===== config.mk =====
export PLATFORM = sky130hd
export DESIGN_NAME = alu_ctrl_seq
export DESIGN_NICKNAME = d
export VERILOG_FILES = /design/src/rtl/alu_ctrl_seq.sv
export SDC_FILE = /design/constraint.sdc
export NUM_CORES = 1
export LEC_CHECK = 0
export ABC_AREA = 1
export CAP_MARGIN = 20
export CORE_MARGIN = 2
export CORE_UTILIZATION = 63
export DETAILED_ROUTE_END_ITERATION = 8
export DONT_BUFFER_PORTS = 1
export PLACE_DENSITY = 0.77
export SLEW_MARGIN = 10
export SYNTH_ARGS = -nofsm -noshare
export SYNTH_HDL_FRONTEND = slang
export SYNTH_SLANG_ARGS = --single-unit

===== constraint.sdc =====
create_clock -name clk -period 2.2 [get_ports clk]
set_input_delay 0.22 -clock clk [delete_from_list [all_inputs] [get_ports clk]]
set_output_delay 0.22 -clock clk [all_outputs]
set_load 0.1 [all_outputs]

===== src/rtl/alu_ctrl_seq.sv =====
// ---------------------------------------------------------------------------
// alu_ctrl_seq
//   Registered ALU/FPU control decoder and multi-cycle op sequencer for
//   IITK-Mini-MIPS. It sits between ID and EX. It decodes alu_op, funct and
//   fp_operation into a CTRL_W-bit control code. It holds that code for the
//   latency of MUL, MADD/MADDU and ADD.S/SUB.S, and stalls ID through in_ready
//   while the op is running.
//
//   Optional build macro: ALU_CTRL_SEQ_ILLEGAL_TRAP_EN
//     When defined, an undecodable funct raises a one-cycle 'illegal' pulse
//     and loads alu_ctrl with all-ones. The op is not issued.
//     When undefined, the funct decodes to code 00 as a single-cycle op, and
//     'illegal' is tied low.
//
//   Ports
//     clk, rst_n    clock; synchronous active-low reset
//     in_valid      decoded instruction fields are present
//     in_ready      block can accept a new op (rst_n && cnt==0)
//     alu_op        00 ADD, 01 SUB, 10 R-type funct, 11 I-type logical
//     funct         R-type/FP function field
//     fp_operation  FP instruction; overrides alu_op
//     flush         kill the in-flight op, or the op being accepted this cycle
//     ctrl_valid    alu_ctrl is valid for EX
//     alu_ctrl      registered control code
//     op_done       final cycle of the current op
//     hilo_we       HI/LO write strobe on the final cycle of MUL/MADD/MADDU
//     fp_neg_b      negate FPU operand B (SUB.S)
//     illegal       undecodable-funct pulse (trap build only)
// ---------------------------------------------------------------------------
module alu_ctrl_seq #(
    parameter int unsigned CTRL_W  = 5,
    parameter int unsigned MUL_LAT = 3,
    parameter int unsigned FP_LAT  = 2,
    parameter int unsigned CNT_W   = $clog2(MUL_LAT + 2)
) (
    input  logic              clk,
    input  logic              rst_n,
    input  logic              in_valid,
    output logic              in_ready,
    input  logic [1:0]        alu_op,
    input  logic [5:0]        funct,
    input  logic              fp_operation,
    input  logic              flush,
    output logic              ctrl_valid,
    output logic [CTRL_W-1:0] alu_ctrl,
    output logic              op_done,
    output logic              hilo_we,
    output logic              fp_neg_b,
    output logic              illegal
);

    typedef enum logic [4:0] {
        C_AND   = 5'h00, C_OR    = 5'h01, C_ADD   = 5'h02, C_ADDU  = 5'h03,
        C_SUB   = 5'h04, C_SUBU  = 5'h05, C_XOR   = 5'h06, C_NOR   = 5'h07,
        C_SLL   = 5'h08, C_SRL   = 5'h09, C_SRA   = 5'h0A, C_MUL   = 5'h0B,
        C_MADD  = 5'h0C, C_MADDU = 5'h0D, C_SLT   = 5'h0E, C_SLTU  = 5'h0F,
        C_FADD  = 5'h10, C_FSUB  = 5'h11, C_FMOV  = 5'h12, C_FCEQ  = 5'h13,
        C_FCLT  = 5'h14
    } code_e;

    // Counter start value is latency-1; a single-cycle op starts at zero.
    localparam logic [CNT_W-1:0] CNT_MUL  = CNT_W'(MUL_LAT - 1);
    localparam logic [CNT_W-1:0] CNT_MADD = CNT_W'(MUL_LAT);
    localparam logic [CNT_W-1:0] CNT_FP   = CNT_W'(FP_LAT - 1);

    logic [CNT_W-1:0]  r_cnt;
    logic              r_ctrl_valid;
    logic [CTRL_W-1:0] r_alu_ctrl;
    logic              r_fp_neg_b;

    code_e             w_code;
    logic [CNT_W-1:0]  w_cnt_init;
    logic              w_neg_b;
    logic              w_accept;
`ifdef ALU_CTRL_SEQ_ILLEGAL_TRAP_EN
    logic              w_undef;
    logic              r_illegal;
`endif

    always_comb begin
        w_code     = C_AND;
        w_cnt_init = '0;
        w_neg_b    = 1'b0;
`ifdef ALU_CTRL_SEQ_ILLEGAL_TRAP_EN
        w_undef    = 1'b0;
`endif
        if (fp_operation) begin
            case (funct)
                6'b000000: begin w_code = C_FADD; w_cnt_init = CNT_FP; end
                6'b000001: begin w_code = C_FSUB; w_cnt_init = CNT_FP; w_neg_b = 1'b1; end
                6'b000010: w_code = C_FMOV;
                6'b000100: w_code = C_FCEQ;
                6'b000110: w_code = C_FCLT;
                default: begin
                    w_code = C_AND;
`ifdef ALU_CTRL_SEQ_ILLEGAL_TRAP_EN
                    w_undef = 1'b1;
`endif
                end
            endcase
        end else begin
            case (alu_op)
                2'b00: w_code = C_ADD;
                2'b01: w_code = C_SUB;
                2'b10: begin
                    case (funct)
                        6'b100100: w_code = C_AND;
                        6'b100101: w_code = C_OR;
                        6'b100000: w_code = C_ADD;
                        6'b100001: w_code = C_ADDU;
                        6'b100010: w_code = C_SUB;
                        6'b100011: w_code = C_SUBU;
                        6'b100110: w_code = C_XOR;
                        6'b100111: w_code = C_NOR;
                        6'b000000: w_code = C_SLL;
                        6'b000010: w_code = C_SRL;
                        6'b000011: w_code = C_SRA;
                        6'b011000: begin w_code = C_MUL;   w_cnt_init = CNT_MUL;  end
                        6'b000100: begin w_code = C_MADD;  w_cnt_init = CNT_MADD; end
                        6'b000101: begin w_code = C_MADDU; w_cnt_init = CNT_MADD; end
                        6'b101010: w_code = C_SLT;
                        6'b101011: w_code = C_SLTU;
                        default: begin
                            w_code = C_AND;
`ifdef ALU_CTRL_SEQ_ILLEGAL_TRAP_EN
                            w_undef = 1'b1;
`endif
                        end
                    endcase
                end
                2'b11: begin
                    case (funct[5:3])
                        3'b100:  w_code = C_AND;
                        3'b101:  w_code = C_OR;
                        3'b110:  w_code = C_XOR;
                        default: w_code = C_ADD;
                    endcase
                end
            endcase
        end
    end

    assign in_ready = rst_n && (r_cnt == '0);
    assign w_accept = in_valid && in_ready;

    always_ff @(posedge clk) begin
        if (!rst_n) begin
            r_ctrl_valid <= 1'b0;
            r_alu_ctrl   <= '0;
            r_cnt        <= '0;
            r_fp_neg_b   <= 1'b0;
`ifdef ALU_CTRL_SEQ_ILLEGAL_TRAP_EN
            r_illegal    <= 1'b0;
`endif
        end else begin
`ifdef ALU_CTRL_SEQ_ILLEGAL_TRAP_EN
            r_illegal <= 1'b0;
`endif
            // flush wins over both the countdown and a same-cycle accept
            if (flush) begin
                r_ctrl_valid <= 1'b0;
                r_cnt        <= '0;
            end else if (r_cnt != '0) begin
                r_cnt <= r_cnt - CNT_W'(1);
            end else if (w_accept) begin
`ifdef ALU_CTRL_SEQ_ILLEGAL_TRAP_EN
                if (w_undef) begin
                    r_illegal    <= 1'b1;
                    r_ctrl_valid <= 1'b0;
                    r_alu_ctrl   <= CTRL_W'(5'h1F);
                    r_cnt        <= '0;
                end else
`endif
                begin
                    r_ctrl_valid <= 1'b1;
                    r_alu_ctrl   <= CTRL_W'(w_code);
                    r_fp_neg_b   <= w_neg_b;
                    r_cnt        <= w_cnt_init;
                end
            end else begin
                r_ctrl_valid <= 1'b0;
            end
        end
    end

    assign ctrl_valid = r_ctrl_valid;
    assign alu_ctrl   = r_alu_ctrl;
    assign fp_neg_b   = r_fp_neg_b;
    assign op_done    = r_ctrl_valid && (r_cnt == '0);
    assign hilo_we    = op_done && ((r_alu_ctrl == CTRL_W'(C_MUL))  ||
                                    (r_alu_ctrl == CTRL_W'(C_MADD)) ||
                                    (r_alu_ctrl == CTRL_W'(C_MADDU)));
`ifdef ALU_CTRL_SEQ_ILLEGAL_TRAP_EN
    assign illegal    = r_illegal;
`else
    assign illegal    = 1'b0;
`endif

endmodule


==> summary.md, run 1 <==
| Metric | Value |
|---|---|
| Share of power burned in registers | 0.321 |
| Final WL | approximately 1900 µm |
| PwrDens | between 700 and 800 nW/µm² |
| Most common cell on crit path | inv_1 |
| Nets | about 170 |
| Top-count cell post-synth | nand2_1 |
| Fin. max-slew vios | 0 |
| Crit-path max cell delay | roughly 0.33 ns |
| Number of global-route vias before repair | between 700 and 800 |
| Clock latency on the worst-skew pair | approximately 0.27 ns |
| Clk pwr share | 0.246 |
| Setup TNS Final | 0 ns |
| Sw frac | 0.455 |
| Final setup violation count | 0 |
| F_max | between 500 and 600 MHz |
| Initial antenna violation count | 0 |
| Detail Route Antenna Nets | 0 |
| Die X | around 40 µm |
| Hold_buf cts | 0 |
| Leak | roughly 0.42 nW |
| Largest net degree at the start of global routing | 10 |
| Syn nets | roughly 150 |
| Final HPWL DP | approximately 1500 µm |
| Peak VDD IR | about 0.39 mV |
| Most frequent cells after synthesis | nand2_1 (27), nor2_1 (22), inv_1 (16) |
| Initial core utilization | 0.658 |
| Area growth syn-to-layout | 15.1% |
| Crit path time final | around 2.0 ns |
| GRT Total Usage | 0.267 |
| Htree depth | 1 |
| CP top delay family | buffers and inverters |
| Status | complete, no violations |
| CTS sink count | 10 |
| Post-CTS Setup Inserts | 0 |
| Syn_area_per_cell | between 6 and 7 µm² |
| Critical-path top delay cell | buf_4 |
| Die span in y | 40.4 µm |
| RSZ-0062 raised after global routing | no |
| PnR Total Power | about 0.69 mW |
| Pre-CTS setup slack | 0.510 ns |
| Die area | roughly 1600 µm² |
| Int Power | roughly 0.37 mW |
| Top cells by area, synth | dfxtp_1 (24%), nand2_1 (12%), nor2_1 (9.9%), nand3_1 (9.0%), inv_1 (7.2%) |
| DRC viols | 0 |
| Seq cells post-synth | 10 |
| RD Place Congestion | around 0.84 |
| Max clock buf depth | 2 |
| Util after Layout | 0.757 |
| Post-synth top area cell | dfxtp_1 |
| Root Driver | clkbuf_4 |
| IO buf count | 0 |
| DR pass1 iterations | 4 |
| Dpl cells | between 150 and 200 |
| Startpoint Class | register |
| Fin. Hold Viols | 0 |
| Placeable Area | 1270 µm² |
| Vias per cell | 5.43 |
| Tcrit/Tclk final | 0.905 |
| Post-CTS resize count | 0 |
| Crit-path max FO | 4 |
| Initial DRC Count | 11 |
| Non-filler cells, final | between 150 and 200 |
| Main synth FF type | dfxtp_1 |
| WL per Instance | between 10 and 15 µm |
| CP endpoint kind | output port |
| Worst hold path type | primary input to register |
| Worst slew pin tran | around 0.55 ns |
| P_sw | 0.313 mW |
| Async set-reset flop share out of synthesis | 0 |
| Crit path DAT | roughly 1.8 ns |
| Post-synthesis cell type count | 25 |
| N_diodes | 0 |
| Sequence of cells on the critical path | inv_1 -> ha_1 -> inv_1 -> nor2_2 -> inv_1 -> nor4_4 -> buf_4 |
| WP buf/inv | 4 |
| First-pass GRT wire length | 2950 µm |
| Clock Skews | roughly 0.0011 ns |
| Synthesized cell area | approximately 830 µm² |
| Max_slew headroom | 0.632 |
| Total gr overflow | 0 |
| Synth Instances | roughly 140 |
| TritonCTS buffer count | 3 |
| Synth warnings | 0 |
| Final WS setup | roughly 0.21 ns |
| FP Rows | 13 |
| Maxcap violations | 0 |
| Via count | between 800 and 900 |
| EDFF count, synth | 0 |
| I/O pin count | 24 |
| Worst-path clk slew | 0.07 ns |
| Comb pwr share | 0.433 |
| Data required time at the worst endpoint | 1.98 ns |
| Layout cells sized above 1 | 0.255 |
| Sequential share of the synthesized area | 0.240 |
| Top cell type's share of synthesized area | 0.240 |
| Crit Path Category | register to output port |
| CTS tree | done |
stage by stage:
stage          hold WS, ns  cell area, µm²
3_5_place_dp         0.362             925
3_3_place_gp         0.360             925
2_1_floorplan        0.351             861
4_1_cts             0.0822             961
6_report            0.0796             961
5_1_grt              0.136             961
final cells by class:
| cell class | count | area [µm²] |
|---|---|---|
| inverters | 24 | 90.1 |
| fillers | 115 | 308 |
| multi-input cells | 103 | 549 |
| repair buffers | 8 | 60.1 |
| flip-flops and latches | 10 | 206 |
| well taps | 15 | 18.8 |
| clock buffers | 4 | 36.3 |
power groups by stage:
stage                     sequential, mW  combinational (mW)  clock (mW)
after floorplan                    0.258               0.217           0
after global placement             0.224               0.286           0
after detailed placement           0.225               0.294           0
after CTS                          0.221               0.299       0.169
after global routing               0.223               0.321       0.176
final                              0.221               0.298       0.169
placed cells by master (no fill, tap or decap), types with 4 or more instances in the layout:
cell,netlist,final
a21oi_1,6,6
a31oi_1,4,4
buf_4,2,8
dfxtp_1,10,5
dfxtp_2,0,5
inv_1,16,16
inv_2,7,7
nand2_1,27,27
nand3_1,15,15
nor2_1,22,20
nor2_2,3,5
o21ai_0,4,4
o21ai_1,4,4
sequential cells by signal (all words and copies together) (netlist names):
| register | cells |
|---|---|
| alu_ctrl | 5 |
| r_cnt | 3 |
| ctrl_valid | 1 |
| fp_neg_b | 1 |
cells by family (layout without fill, tap and decap cells):
group                    Yosys count  in the layout  share of synthesized area
AO/OA/AOI/OAI                     21             21                      0.144
flip-flops                        10             10                      0.240
buffers and inverters             26             36                      0.126
adder cells (fa/ha/maj)            2              2                     0.0300
XOR/XNOR                           1              1                     0.0105
AND/OR/NAND/NOR                   78             78                      0.445
other                              1              1                    0.00449
per-layer routing:
layer  global-route usage  vias to the layer above  wire length (µm)
met1                0.313                      382               777
met2                0.492                       35               983
li1                     -                      471                 -
met3               0.0389                        3               125
met5                    0                        -                 0
met4               0.0750                        0                25
worst paths after layout:
kind	from	endpoint	slack [ns]	cells after the start
worst max-delay path	r_cnt[1]	hilo_we	0.21	7
worst max register to register	r_cnt[1]	r_cnt[0]	0.69	10
worst min-delay path	rst_n	alu_ctrl[3]	0.08	2
worst min register to register	r_cnt[0]	r_cnt[0]	0.44	1
(Power assumes the default switching activity.)
==> run 2, diff against run 1 <==
Settings changed: CTS_BUF_LIST set to sky130_fd_sc_hd__clkbuf_8.
==> run 2 against run 1 <==
  * Worst setup slack improved by 0.035 ns
  * First-iteration DRC count is 18% higher
  * Register-to-register slack barely moved
  * Non-clock buffer count unchanged
  * Global-route usage increased by 0.68 points
  * Power grew 9.0%
  * Clock power grew 37%
  * Count of clock-buffer cells in the layout unchanged
  * Routed wire length about the same
  * Critical path depth stayed put
  * Via count down 0.11%
  * Sequential power about the same
  * Critical endpoint unchanged
==> summary.md, run 2 (synthesis gave the netlist of run 1 again) <==
| Metric | Value |
|---|---|
| Hold_buf cts | 0 |
| Max_slew headroom | 0.634 |
| DR pass1 iterations | 4 |
| Data required time at the worst endpoint | just under 2 ns |
| Util after Layout | 0.772 |
| Non-filler cells, final | 164 |
| Die area | approximately 1600 µm² |
| Via count | 890 |
| Area growth syn-to-layout | 17.4% |
| Setup TNS Final | 0 ns |
| Commonest non-fill, non-tap cell in the layout | nand2_1 |
| Die X | 40.4 µm |
| Layout cells sized above 1 | 0.255 |
| Startpoint Class | register |
| GRT Total Usage | 0.274 |
| Max clock buf depth | 2 |
| Sequence of cells on the critical path | inv_1 -> ha_1 -> inv_1 -> nor2_2 -> inv_1 -> nor4_4 -> buf_4 |
| Root Driver | clkbuf_8 |
| Nets | between 150 and 200 |
| CTS tree | done |
| Commonest non-fill, non-tap cells in the layout | nand2_1 (27), nor2_1 (20), inv_1 (16), nand3_1 (15), buf_4 (8) |
| CP endpoint kind | output port |
| Initial antenna violation count | 0 |
| TritonCTS buffer count | 3 |
| Critical-path top delay cell | buf_4 |
| DRC viols | 0 |
| Post-CTS Setup Inserts | 0 |
| Placeable Area | between 1000 and 1500 µm² |
| Clock latency on the worst-skew pair | 0.24 ns |
| Worst hold path type | primary input to register |
| N_diodes | 0 |
| Crit path time final | a little under 2 ns |
| Total gr overflow | 0 |
| Status | complete, no violations |
| RD Place Congestion | ~0.84 |
| Leak | around 0.43 nW |
| PnR Total Power | between 0.7 and 0.8 mW |
| Largest net degree at the start of global routing | 10 |
| Post-CTS resize count | 0 |
| CTS sink count | 10 |
| Post-Layout Inst Area | 980 µm² |
| F_max | a little over 500 MHz |
| Initial core utilization | 0.658 |
| I/O pin count | 24 |
| Clock Skews | ~0.0041 ns |
| Fin. max-slew vios | 0 |
| Fin. Hold Viols | 0 |
| Dpl cells | 160 |
| Worst slew pin tran | between 0.5 and 0.6 ns |
| Peak VDD IR | 0.363 mV |
| FP Rows | 13 |
| WL per Instance | approximately 12 µm |
| Crit path DAT | 1.74 ns |
| Htree depth | 1 |
| Worst-path clk slew | approximately 0.050 ns |
| Crit Path Category | register to output port |
| Final WL | 1910 µm |
| Initial DRC Count | 13 |
| Vias per cell | ~5.4 |
| Number of global-route vias before repair | 751 |
| First-pass GRT wire length | between 3000 and 4000 µm |
| IO buf count | 0 |
| RSZ-0062 raised after global routing | no |
| Maxcap violations | 0 |
| DP Area | 925 µm² |
| Most common cell on crit path | inv_1 |
| Final setup violation count | 0 |
| Tcrit/Tclk final | 0.889 |
| Crit-path max cell delay | approximately 0.33 ns |
| Largest register FFs | 5 |
| Detail Route Antenna Nets | 0 |
| Die span in y | ~40 µm |
| Crit-path max FO | 4 |
| Reg2reg setup slack | about 0.7 ns |
| PwrDens | roughly 760 nW/µm² |
| Final HPWL DP | around 1500 µm |
-- run 2: cell count changes in the layout (fill, tap and decap cells not counted) --
| cell | before | now |
|---|---|---|
| clkbuf_4 | 3 | 0 |
| clkbuf_8 | 1 | 4 |
-- run 2: final timing paths --
path	startpoint	endpoint	cells after the start
worst max register to register	r_cnt[0]	r_cnt[0]	10
worst min register to register	r_cnt[0]	r_cnt[0]	1
worst min-delay path	rst_n	alu_ctrl[3]	2
worst max-delay path	r_cnt[0]	hilo_we	7
-- run 2: worst max-delay path, delay by kind of cell, from the launching register on --
family        cells  cell delay, ns
fa+ha+maj         1            0.15
buf+inv           4            0.61
flops             1            0.31
simple gates      2            0.44
-- run 2: cell type report --
| class | instances | area, µm² |
|---|---|---|
| clock buffer | 4 | 55.1 |
| fill | 111 | 289 |
| inverter | 24 | 90.1 |
| multi-input combinational | 103 | 549 |
| sequential | 10 | 206 |
| tap | 15 | 18.8 |
| timing repair buffer | 8 | 60.1 |
-- run 2: power by group --
group | internal (mW) | switching (mW)
sequential | 0.202 | 0.0190
combinational | 0.0722 | 0.224
clock | 0.157 | 0.0735
total | 0.431 | 0.317
-- run 2: through the flow --
step	setup slack, ns	hold WS, ns
finish	0.244	0.121
floorplan	0.0100	0.351
global placement	0.589	0.360
detailed placement	0.510	0.362
global route	0.149	0.174
CTS	0.242	0.122
-- run 2: layer usage --
layer,wire length (µm),vias up,track usage,part of all wire
met5,0,-,0,0
met4,0,0,0.0500,0
met3,119,0,0.0556,0.062
met2,991,32,0.504,0.52
met1,801,388,0.322,0.42
li1,-,470,-,-
